--- src/rtl/if_id_pipe_reg.sv ---
// IF/ID pipeline register: two-entry (main + skid) FIFO with valid/ready handshake and flush.
// Optional macro IFID_ILLEGAL_CHK_EN adds a per-entry illegal-instruction flag.
module if_id_pipe_reg #(
    parameter int              XLEN     = 32,
    parameter logic [XLEN-1:0] NOP_INST = XLEN'(32'h00000013)
) (
    input  logic            clk,
    input  logic            reset,
    input  logic [XLEN-1:0] inst_in,
    input  logic [XLEN-1:0] pc_in,
    input  logic            in_valid,
    output logic            in_ready,
    input  logic            flush,
    input  logic            id_ready,
    output logic [XLEN-1:0] inst_out,
    output logic [XLEN-1:0] pc_out,
    output logic            out_valid,
    output logic            illegal_out
);

    typedef enum logic [1:0] {
        EMPTY = 2'd0,
        ONE   = 2'd1,
        TWO   = 2'd2
    } occ_e;

    typedef struct packed {
`ifdef IFID_ILLEGAL_CHK_EN
        logic            ill;
`endif
        logic [XLEN-1:0] inst;
        logic [XLEN-1:0] pc;
    } entry_t;

    occ_e   state_q, state_d;
    entry_t main_q, main_d;
    entry_t skid_q, skid_d;
    entry_t in_entry;
    logic   accept;
    logic   pop;

    assign accept = in_valid & in_ready & ~flush;
    assign pop    = out_valid & id_ready;

    always_comb begin
        in_entry      = '0;
        in_entry.inst = inst_in;
        in_entry.pc   = pc_in;
`ifdef IFID_ILLEGAL_CHK_EN
        in_entry.ill  = (inst_in[1:0] != 2'b11) || (inst_in == '0);
`endif
    end

    // State register. Reset has priority over flush.
    always_ff @(posedge clk) begin
        // NOTE: sequential state uses non-blocking assignments so every register samples pre-edge values.
        if (reset) begin
            state_q <= EMPTY;
        end else begin
            state_q <= state_d;
        end
    end

    always_comb begin
        // NOTE: default first so every path assigns state_d and no latch is inferred.
        state_d = state_q;
        if (flush) begin
            state_d = EMPTY;
        end else begin
            unique case (state_q)
                EMPTY:   if (accept) state_d = ONE;
                ONE:     if (accept && !pop) state_d = TWO;
                         else if (pop && !accept) state_d = EMPTY;
                TWO:     if (pop) state_d = ONE;
                default: state_d = EMPTY;
            endcase
        end
    end

    // Outputs decode registered state only; in_ready has no path from id_ready.
    always_comb begin
        out_valid = (state_q != EMPTY);
        in_ready  = (state_q != TWO);
        inst_out  = out_valid ? main_q.inst : NOP_INST;
        pc_out    = main_q.pc;
`ifdef IFID_ILLEGAL_CHK_EN
        illegal_out = out_valid & main_q.ill;
`else
        illegal_out = 1'b0;
`endif
    end

    // Entry storage only loads on accept/pop, so idle-cycle X on the inputs never lands.
    always_comb begin
        main_d = main_q;
        skid_d = skid_q;
        if (flush) begin
            main_d = '0;
            skid_d = '0;
        end else begin
            unique case (state_q)
                EMPTY:   if (accept) main_d = in_entry;
                ONE:     if (accept && pop) main_d = in_entry;
                         else if (accept) skid_d = in_entry;
                TWO:     if (pop) main_d = skid_q;
                default: ;
            endcase
        end
    end

    always_ff @(posedge clk) begin
        // NOTE: entry storage is reset explicitly because pc_out must read 0 straight after reset.
        if (reset) begin
            main_q <= '0;
            skid_q <= '0;
        end else begin
            main_q <= main_d;
            skid_q <= skid_d;
        end
    end

endmodule

--- config.mk ---
export PLATFORM = sky130hd
export DESIGN_NAME = if_id_pipe_reg
export DESIGN_NICKNAME = d
export VERILOG_FILES = /design/src/rtl/if_id_pipe_reg.sv
export SDC_FILE = /design/constraint.sdc
export NUM_CORES = 1
export LEC_CHECK = 0
export CAP_MARGIN = 20
export CORE_MARGIN = 3
export CORE_UTILIZATION = 25
export CTS_CLUSTER_SIZE = 28
export DETAILED_ROUTE_END_ITERATION = 6
export HOLD_SLACK_MARGIN = 0.03
export PLACE_DENSITY = 0.49
export SLEW_MARGIN = 20
export SYNTH_ARGS = -nofsm -noshare
export SYNTH_HDL_FRONTEND = slang
export SYNTH_SLANG_ARGS = --single-unit
--- constraint.sdc ---
create_clock -name clk -period 4.7 [get_ports clk]
set_clock_uncertainty 0.05 [all_clocks]
set_input_delay 0.705 -clock clk [delete_from_list [all_inputs] [get_ports clk]]
set_output_delay 0.705 -clock clk [all_outputs]
set_load 0.02 [all_outputs]
==> run summary, run 1 <==
The flow ran to the end, and the final reports show no timing, DRC or antenna violations. The achievable frequency is 315 MHz. After the last flow step, the layout net total stands at 801. The die height is 166 microns, and the number of nets still failing antenna checks after routing is 0. The tools report the post-layout total power as 2.82 mW. Portion of the clock cycle consumed by the worst path in the final layout: 67.6%.

The net count after synthesis came out at 750. After clock tree synthesis, the clock-pin slew on the worst setup and hold paths is 0.06 ns. For this design the ratio of total power to cell area is 341 nW/um^2. For this design the static power due to leakage is 2.99 nW.

At the worst endpoint, the arrival time is 2.42 ns. The via density per instance was 5.00; the multiplexer area fraction after synthesis was 10.0%. The tools report the site row count as 57. The mean instance size in the synthesized netlist is 9.40 sq um, and the sequential-to-total area share from yosys stat is 40.7%.

Summing the areas of all compound-gate instances in the mapped netlist gives 22.5% of the synthesized area. The wire length reported by the detailed router is 19.9 mm. The number of vias after detailed routing is 5337.

Max-cap violations in this run came to 0. The tools report the count of hold buffers inserted by post-cts repair as 0. STA classifies the critical path startpoint as a flop. The fraction of layout instances using a drive strength above 1 is 15.2%, and the area share of the largest cell type after synthesis is 40.7%. The global-route wire length before repair was 32.0 mm. The pre-antenna-repair detailed-routing pass consisted of 5 iterations. Ranked by total cell area, the synthesized netlist is headed by dfxtp_1 41%, a211oi_2 12%, mux2i_1 10%.

Number of warning messages in the yosys log: 0. In this run, the number of DRC markers left after iteration 0 of detailed routing was 305. In the final routed layout, each cell accounts on average for 18.6 microns.

Counting the buffers created by CTS gives 17. The logs give 0 for the initial antenna violation count and 0 for the post-CTS setup buffer count. Buffer depth of the longest clock path: 2.

Relative to the synthesized area, the layout overhead comes to 29.1%. The worst setup path is captured at an output port. The H-tree depth reported by CTS is 4, and the met2 routing resource usage after global routing is 23.3%. The final sum of negative setup slack is 0 ns.

The final period demand of the worst path works out to 3.18 ns. The netlist uses 32 different library cells. The highest net fanout along the worst path was 34. IR analysis of the VDD net gives a maximum drop of 0.179 mV. The number of antenna repair diodes is 0, and the HPWL after detailed placement is 11.2 mm.

Global routing consumed, on the met1 layer, 19.1% of the routing resources. Overall die width: 166 microns. After detailed routing, the number of remaining DRC violations is 0.

The measured slew at the worst slew-check pin was 0.953 ns; the adder and majority gate portion of the synthesized area was 0.196%. Entering global routing, the biggest net connects 66 pins. Global routing used 14.3% of the available tracks. The number of pins exceeding their max-slew limit in the final report came out at 0. met2 is the most crowded layer.

Worst-skew pair later-pin latency: 0.41 ns. In the synthesized netlist the async set-or-reset flop fraction comes to 0%. The cell sitting at the root of the clock tree is a clkbuf_16. The number of input and output port buffers inserted came out at 134.

Setup repair after global routing left no endpoint under its margin. Setup violations remaining at the end of the flow were counted as 0. Global routing used 3.31% of the available met3 tracks. The core region is 24700 sq um. 136 I/O pins were placed. The largest area contributor in the synthesized netlist is dfxtp_1. Counting flops and latches in the post-synthesis netlist gives 130.

The congestion estimate from routability-driven global placement came to 0.644. TritonCTS built the clock tree. After clock tree synthesis, the repair step resized 0 gates. The count of flip-flops with a built-in enable after synthesis is 0. The type of the most critical hold path was reg2reg. Headroom to the max-slew limit came out at 36.3%.

The post-synthesis cell count is 680. The number of hold violations in the final report is 0. The run gives 130 as the clock sink total. After synthesis, the largest family of logic cells by area is compound AO/OA/AOI/OAI gates.

The most common cell in the synthesized netlist is dfxtp_1. The overflow left after global routing was 0; the initial core utilization was 25.8%. The number of global-route vias before repair is 5451.

The simple-gate share of the synthesized area is 16.1%, and the post-synthesis instance area is 6390 sq um. The area enclosed by the die boundary was 27500 sq um. The predominant post-synthesis flop cell was dfxtp_1.

The category of the most critical setup path was reg2out. Of the total synthesized cell area, the portion taken by XOR and XNOR cells is 0%. Required arrival time at the worst endpoint: 3.94 ns.
power breakdown:
group          internal, mW  switching, mW  leakage (nW)
clock network         0.804          0.541         0.281
registers              1.13         0.0142          1.05
logic                 0.145          0.186          1.65
registers in the layout, indices dropped and copies added, names as in the netlist:
name,flops
main_q,32
skid_q,64
state_q,2
pc_out,32
path summary, 6_finish.rpt:
path,from,to,slack (ns),cells past startpoint
setup reg to reg,state_q[0],state_q[0],1.85,6
hold reg to reg,skid_q[10],skid_q[10],0.42,2
hold / removal,skid_q[10],skid_q[10],0.42,2
setup / recovery,state_q[1],inst_out[30],1.52,4
worst max-delay path, stage by stage (launching register included):
cell	delay, ns
dfxtp_1	0.65
or2_1	0.17
buf_4	0.33
and2_1	0.23
clkdlybuf4s50_1	0.62
cell type report:
class	count	area (sq um)
clock buffers	19	443
fillers	2532	16500
clock inverters	13	149
repair buffers	146	1450
flip-flops and latches	130	2600
inverters	2	7.51
well taps	324	405
multi-input cells	434	3200
metrics by stage:
step	instance area [sq um]	std cells	util, %	hold slack, ns	setup slack [ns]
floorplan	6390	680	-	0.403	2.59
global route	8250	1068	33.4	0.440	1.36
detailed placement	7660	1036	31.0	0.415	1.63
CTS	8250	1068	33.4	0.423	1.43
global placement	7640	1035	30.9	0.409	1.66
finish	8250	1068	33.4	0.423	1.52
logic make-up (layout without fill, tap and decap cells):
family | count (synthesis) | after routing
buffers and inverters | 116 | 180
multiplexers | 64 | 64
other | 1 | 1
AND/OR/NAND/NOR | 174 | 174
AO/OA/AOI/OAI | 194 | 194
adder cells (fa/ha/maj) | 1 | 1
flip-flops | 130 | 130
placed cells by master (no fill, tap or decap), drive strengths merged:
cell type / netlist / layout
nor2: 2 / 2
a211oi: 64 / 64
and3b: 2 / 2
nor4: 64 / 64
clkdlybuf4s50: 0 / 133
and2: 29 / 29
or3: 1 / 1
clkinvlp: 0 / 3
o21ai: 64 / 64
nand2b: 4 / 4
ha: 1 / 1
buf: 80 / 13
a2bb2oi: 1 / 1
nor4bb: 2 / 2
clkinv: 0 / 4
nand2: 1 / 1
clkbuf: 34 / 19
nor3b: 1 / 1
or2: 2 / 2
inv: 2 / 6
a21oi: 64 / 64
nand4bb: 1 / 1
mux2i: 64 / 64
bufinv: 0 / 2
a311oi: 1 / 1
conb: 1 / 1
dfxtp: 130 / 130
nor4b: 1 / 1
nand3: 64 / 64
per-layer routing:
layer | vias to the layer above | share of wire, %
met5 | - | 0
met4 | 0 | 1.1
met3 | 13 | 4.4
met2 | 130 | 47
met1 | 2602 | 48
li1 | 2592 | -
Power figures use the tool's default switching activity.
==> inputs of run 2 (changes only) <==
Clock period 4.7 ns to 3 ns, I/O delays scaled along.
==> run 2 against run 1 <==
Clock-buffer cell count is 1 higher; cell count is 0.66% higher; utilization is 0.60 points higher; register-to-register slack worse by 0.84 ns; cell area is 1.8% higher; routed wire length is 0.57% higher; combinational power is 60% higher; sequential power is 57% higher; clock power is 68% higher; largest power group unchanged; highest routed layer is now met5.
==> run summary, run 2 (same netlist as run 1, synthesis figures left out) <==
The first global-routing pass estimated 32.1 mm of wire. The area of the core region came out at 24700 sq um. The tree built by TritonCTS fans out to 130 sinks. Counting cells, the worst reg-to-reg path comes to 4. After detailed routing, the average wire length per cell comes to 18.6 microns.

For the wire length reported by the detailed router, the log shows 20.0 mm. The total instance count after detailed placement came out at 1043. The register with the most flip-flops is skid_q. Cells with a size suffix above 1 make up 16.1% of the layout. The number of setup buffers added after CTS is 0. The tools report the area of the multi-input gates as 3200 sq um. For the buffer depth of the longest clock path, the log shows 2.

Pin placement for this block handled 136 I/O pins. The library cell used most frequently in the layout, excluding fill and tap cells, is clkdlybuf4s50_1. The number of stages on the worst hold path came out at 2. The number of hold violations in the final report was 0.

Clock transition time at the flip-flop clock pins of the worst setup and hold paths: 0.06 ns. The worst setup path is launched from a flop. The area added between synthesis and finish works out to 31.4%.

For the pin with the worst max-slew slack, the measured transition is 0.696 ns. The number of endpoints failing setup at the final stage came out at 0. The tools report the number of vias after detailed routing as 5306. The die covers 27500 sq um. For the worst setup path, the data required time is 2.50 ns. Across the VDD grid, the largest voltage drop is 0.290 mV. The final period demand of the worst path is 2.73 ns. The flow ran to the end, and the final reports show no timing, DRC or antenna violations. The number of antenna diodes in the final layout is 0.

The tools report the endpoint of the most critical register-to-register path as pc_out[7]. The HPWL after detailed placement was 11.5 mm. Fill cells in the final layout number 2561. The CTS root buffer is clkbuf_16. For the initial antenna violation count, the log shows 2. Leaving out fill and tap cells, the most frequent cells in the layout are 133 x clkdlybuf4s50_1, 129 x dfxtp_1. Timing would allow up to 366 MHz. The detailed router used layers up to and including met5. Routability congestion estimate from global placement: 0.653. The wire length on met2 is 9.44 mm. The die height was 166 microns. Registers take 2600 sq um. In this run the core area contains 57 standard-cell rows.

Data arrives at the worst endpoint at 2.23 ns. The maximum number of pins on one net before global-route repair was 66. The highest net fanout along the worst path works out to 34. The register with the most flip-flops in the layout has 64 of them. The worst hold path terminates at skid_q[43]. The tools report the layout net count as 808.

In this run the most critical hold path is launched from skid_q[43]. In the finished design, the share of the clock period the worst path needs comes to 91.0%. In this run the static leakage power is 3.06 nW.

The tools report the worst-skew pair later-pin latency as 0.41 ns. The overflow left after global routing is 0, and the global routing usage summed across all routing layers is 14.4%. Port buffering added 134 buffers. After detailed routing, the wire length on met1 is 9.59 mm. Type of the most critical hold path: reg2reg. In the final timing run, aggregate negative setup slack is 0 ns. The worst setup path is captured at an output port.

The number of global-route vias before repair was 5425; the number of pins exceeding their max-slew limit in the final report was 0. The number of nets still failing antenna checks after routing is 0. The via density per instance is 4.94.

Setup repair after global routing left no endpoint under its margin. For the DRC violation count after routing, the log shows 0. The setup path with the least slack is of type reg2out. The run gives 17 as the clock buffer count from CTS.

The setup check on the worst reg-to-reg path leaves a slack of 1.01 ns. Power density of the placed cells: 544 nW/um^2. TritonCTS built the clock tree. The number of cells in the finished layout apart from fillers was 1075; the DRC marker count from the first detailed-route iteration was 270. The reported max-cap violation count is 0, and the overall die width is 166 microns. The wire length on met3 is 709 microns, and the worst-case headroom to the max-slew limit is 53.6%. The first detailed-routing pass took 5 iterations. The logs give 4 for the H-tree depth reported by CTS and 25.8% for the initial core utilization. Worst reg2reg path startpoint: state_q[0].
==> run 2: cell types whose count changed in the layout (fill, tap and decap cells not counted), moves of 2 or more <==
cell / delta
buf_12: +4
buf_4: +3
bufinv_16: +2
clkinv_4: -2
inv_6: -2
==> run 2: worst max path at each step <==
stage | from | end | slack, ns
after global routing | state_q[0] | inst_out[20] | 0.09
after CTS | state_q[1] | inst_out[3] | 0.08
after floorplan | state_q[1] | state_q[0] | 1.06
after detailed placement | flush | main_q[41] | 0.46
after global placement | flush | main_q[59] | 0.46
final | state_q[0] | inst_out[3] | 0.27
==> run 2: where the power goes <==
group	switching [mW]	internal (mW)	leakage (nW)
clock network	0.808	1.44	0.303
logic	0.294	0.234	1.70
registers	0.0234	1.77	1.05
==> run 2: what timing repair did <==
action | 4_1_cts | 5_1_grt
endpoints found under the setup margin | 0 | 29
gates resized for setup | 0 | 1
hold endpoints to repair | 0 | 0
hold buffers | 0 | 0
==> run 2: per-stage QoR <==
step | total power [mW] | cell area, sq um | util (%) | setup slack [ns] | hold WS [ns]
detailed placement | 2.36 | 7760 | 31.4 | 0.462 | 0.416
CTS | 4.65 | 8400 | 33.9 | 0.0840 | 0.424
floorplan | 2.15 | 6390 | - | 1.06 | 0.403
global placement | 2.36 | 7760 | 31.4 | 0.455 | 0.409
global route | 4.75 | 8400 | 34.0 | 0.0867 | 0.438
finish | 4.57 | 8400 | 34.0 | 0.270 | 0.421
==> run 2: metal layers <==
layer	global-route usage [%]	vias to the layer above
li1	-	2602
met3	3.17	17
met4	3.94	4
met2	23.7	112
met1	19.2	2571
met5	0	-
==> run 2: area by class of cell <==
type	count	share of cell area, %
Tap cell	324	4.83
Timing Repair Buffer	153	18.5
Clock buffer	20	5.44
Inverter	2	0.0894
Sequential cell	130	31.0
Clock inverter	12	2.13
Multi-Input combinational cell	434	38.0
==> run 2: worst max-delay path: stages, from the launching register on <==
cell             delay, ns
dfxtp_1               0.54
or2_1                 0.16
buf_4                 0.31
and2_1                0.20
clkdlybuf4s50_1       0.60
==> inputs of run 3 (changes only) <==
Settings changed: CORE_UTILIZATION 25 to 51, PLACE_DENSITY 0.49 to 0.84, TNS_END_PERCENT from default to 1.
==> run 3 against run 2 <==
Worst hold slack gained 0.0041 ns; via count is 6.1% higher; cell count is 15% lower; total power shrank 0.17%; sequential power hardly changed.
==> run summary, run 3 (same netlist as run 1, synthesis figures left out) <==
The flow ran to the end, and the final reports show no timing, DRC or antenna violations. The required arrival time at the worst endpoint is 2.50 ns. The kind of end point of the critical path was an output port.

For the worst-skew pair, the clock arrives at the later sink with an insertion delay of 0.41 ns. After routing the design area is 8140 sq um. Number of pins exceeding their max-slew limit in the final report: 0.

The endpoint of the most critical register-to-register path is main_q[46]. The peak supply drop was 0.352 mV; the via density per instance was 6.14. Detailed placement finished with a half-perimeter wire length of 10.5 mm. Register with the most flip-flops: skid_q. The highest net fanout along the worst path came out at 34.

Static timing analysis puts the maximum clock frequency at 345 MHz. The tools report the reported net switching power as 1.07 mW. Along the worst hold path, the cell count comes to 2. Number of global-route vias before repair: 5710. In this run the deepest clock path goes through 2 buffers. Of the total power, the share spent switching nets is 23.5%. The routed wire length per instance is 19.3 microns. The clock network is responsible for 49.4% of the overall power. In this design, the stage delay of the slowest critical-path cell is 0.66 ns. For this design, the sink count on the clock tree is 130. Internal power comes to 3.49 mW. In the layout the commonest cells are 133 x clkdlybuf4s50_1, 130 x dfxtp_1. The area enclosed by the die boundary is 13900 sq um. For the number of detailed-route iterations in the first pass, the log shows 5. Traced cell by cell, the critical path runs through or2_1 -> buf_4 -> and2_1 -> clkdlybuf4s50_1.

The static leakage power was 3.04 nW. The number of endpoints failing setup at the final stage came out at 0. The floorplan step set the die width to 118 microns. Headroom to the max-slew limit came out at 25.6%.

The area of the core region was 12100 sq um. At the pin with the least slew margin, the transition time is 1.12 ns. The run gives 52.8% as the initial core utilization. The worst reg2reg path startpoint was state_q[1]. For this block, the routed nets add up to 17.7 mm of wire. After clock tree synthesis, the clock-pin slew on the worst setup and hold paths is 0.06 ns. The slowest stage of the critical path is the dfxtp_1 cell. STA classifies the critical path startpoint as a flop.

The path class of the tightest hold or removal check is reg2reg. The post-CTS setup buffer count was 0. Setup repair after global routing left no endpoint under its margin. Routability congestion estimate from global placement: 0.789. The clock tree synthesis step divided the H-tree into 4 levels. For flop-to-flop paths, the worst setup slack is 0.74 ns. The path with the worst hold slack has its endpoint at skid_q[44]. Post-layout total power: 4.56 mW.

136 I/O pins were placed. The portion of the clock cycle consumed by the worst path in the final layout was 96.5%; the reported max-cap violation count was 0. Input and output buffers added on the ports amount to 134. Data on the critical path arrives at its endpoint at 2.40 ns.

The share of total power in sequential cells came out at 39.3%. Clock tree synthesis inserted a total of 17 buffers. The logs give 29.0 mm for the global-route wire length before repair and 0 for the number of nets still failing antenna checks after routing. Leaving out fill and tap cells, the most frequent cell in the layout is clkdlybuf4s50_1. Global routing used 25.1% of the available tracks across all layers. The tools report the overflow left after global routing as 0.

The run gives 0 as the DRC violation count after routing. The count of hold buffers inserted by post-cts repair is 0. For this design the ratio of total power to cell area is 560 nW/um^2.

The register with the most flip-flops in the layout has 64 of them. The worst setup path is of the reg2out kind. The fraction of layout instances using a drive strength above 1 is 15.8%.

Setup total negative slack on the finished layout was measured at 0 ns. In this run the most critical hold path is launched from skid_q[44]. Gates resized during post-CTS repair numbered 0. The floorplan step set the die height to 118 microns. Entering global routing, the biggest net connects 66 pins. In this run the cell area measured after placement is 7490 sq um.

Of the total power, combinational logic draws 11.3%. The DRC marker count from the first detailed-route iteration was 557; the logic depth of the worst register-to-register path was 3. Across all layers, the routed design uses 5628 vias.

The area growth from synthesis to layout is 27.3%. The number of hold violations in the final report is 0. The cell sitting at the root of the clock tree is a clkbuf_16. TritonCTS built the clock tree. The run gives 1 as the initial antenna violation count. Row generation in the floorplan step produced 40 rows. The final period demand of the worst path is 2.90 ns.

The layout net count is 805.
-- run 3: metrics by stage --
stage | worst slack (ns) | util, % | instances | hold WS (ns)
after floorplan | 1.06 | - | 680 | 0.403
after global placement | 0.343 | 61.8 | 884 | 0.409
after detailed placement | 0.258 | 61.8 | 884 | 0.416
after CTS | 0.0998 | 67.2 | 916 | 0.423
after global routing | 0.0185 | 67.2 | 917 | 0.450
final | 0.105 | 67.2 | 917 | 0.425
-- run 3: worst max-delay path by stage --
stage | depth (start not counted) | slack, ns | end | from
after floorplan | 6 | 1.06 | state_q[0] | state_q[1]
after global placement | 4 | 0.34 | main_q[60] | flush
after detailed placement | 4 | 0.26 | main_q[57] | flush
after CTS | 4 | 0.1 | inst_out[27] | state_q[1]
after global routing | 4 | 0.02 | inst_out[10] | state_q[1]
final | 4 | 0.10 | inst_out[27] | state_q[1]
-- run 3: layout make-up --
| cell class | instances | area [sq um] |
|---|---|---|
| fill | 954 | 3970 |
| multi-input combinational | 434 | 3180 |
| sequential | 130 | 2600 |
| timing repair buffer | 150 | 1480 |
| clock buffer | 18 | 439 |
| clock inverter | 14 | 210 |
| tap | 168 | 210 |
| inverter | 2 | 7.51 |
| antenna | 1 | 2.50 |
-- run 3: power by group through the flow --
stage                     Combinational, mW  Sequential (mW)  Clock [mW]
after global placement                0.492             1.83           0
after global routing                  0.548             1.80        2.35
after floorplan                       0.333             1.82           0
after detailed placement              0.508             1.83           0
after CTS                             0.512             1.79        2.27
final                                 0.515             1.79        2.25
-- run 3: critical path: cells and delay by family (launching register included) --
family        cells  cell delay, ns
buf+inv           2            0.93
flops             1            0.66
simple gates      2            0.39
-- run 3: routing by layer --
metal	wire length, microns	vias to the layer above	track usage, %
met1	7390	2726	32.0
met3	1200	38	4.90
li1	-	2600	-
met5	0	-	0
met4	344	0	9.52
met2	8780	264	42.3
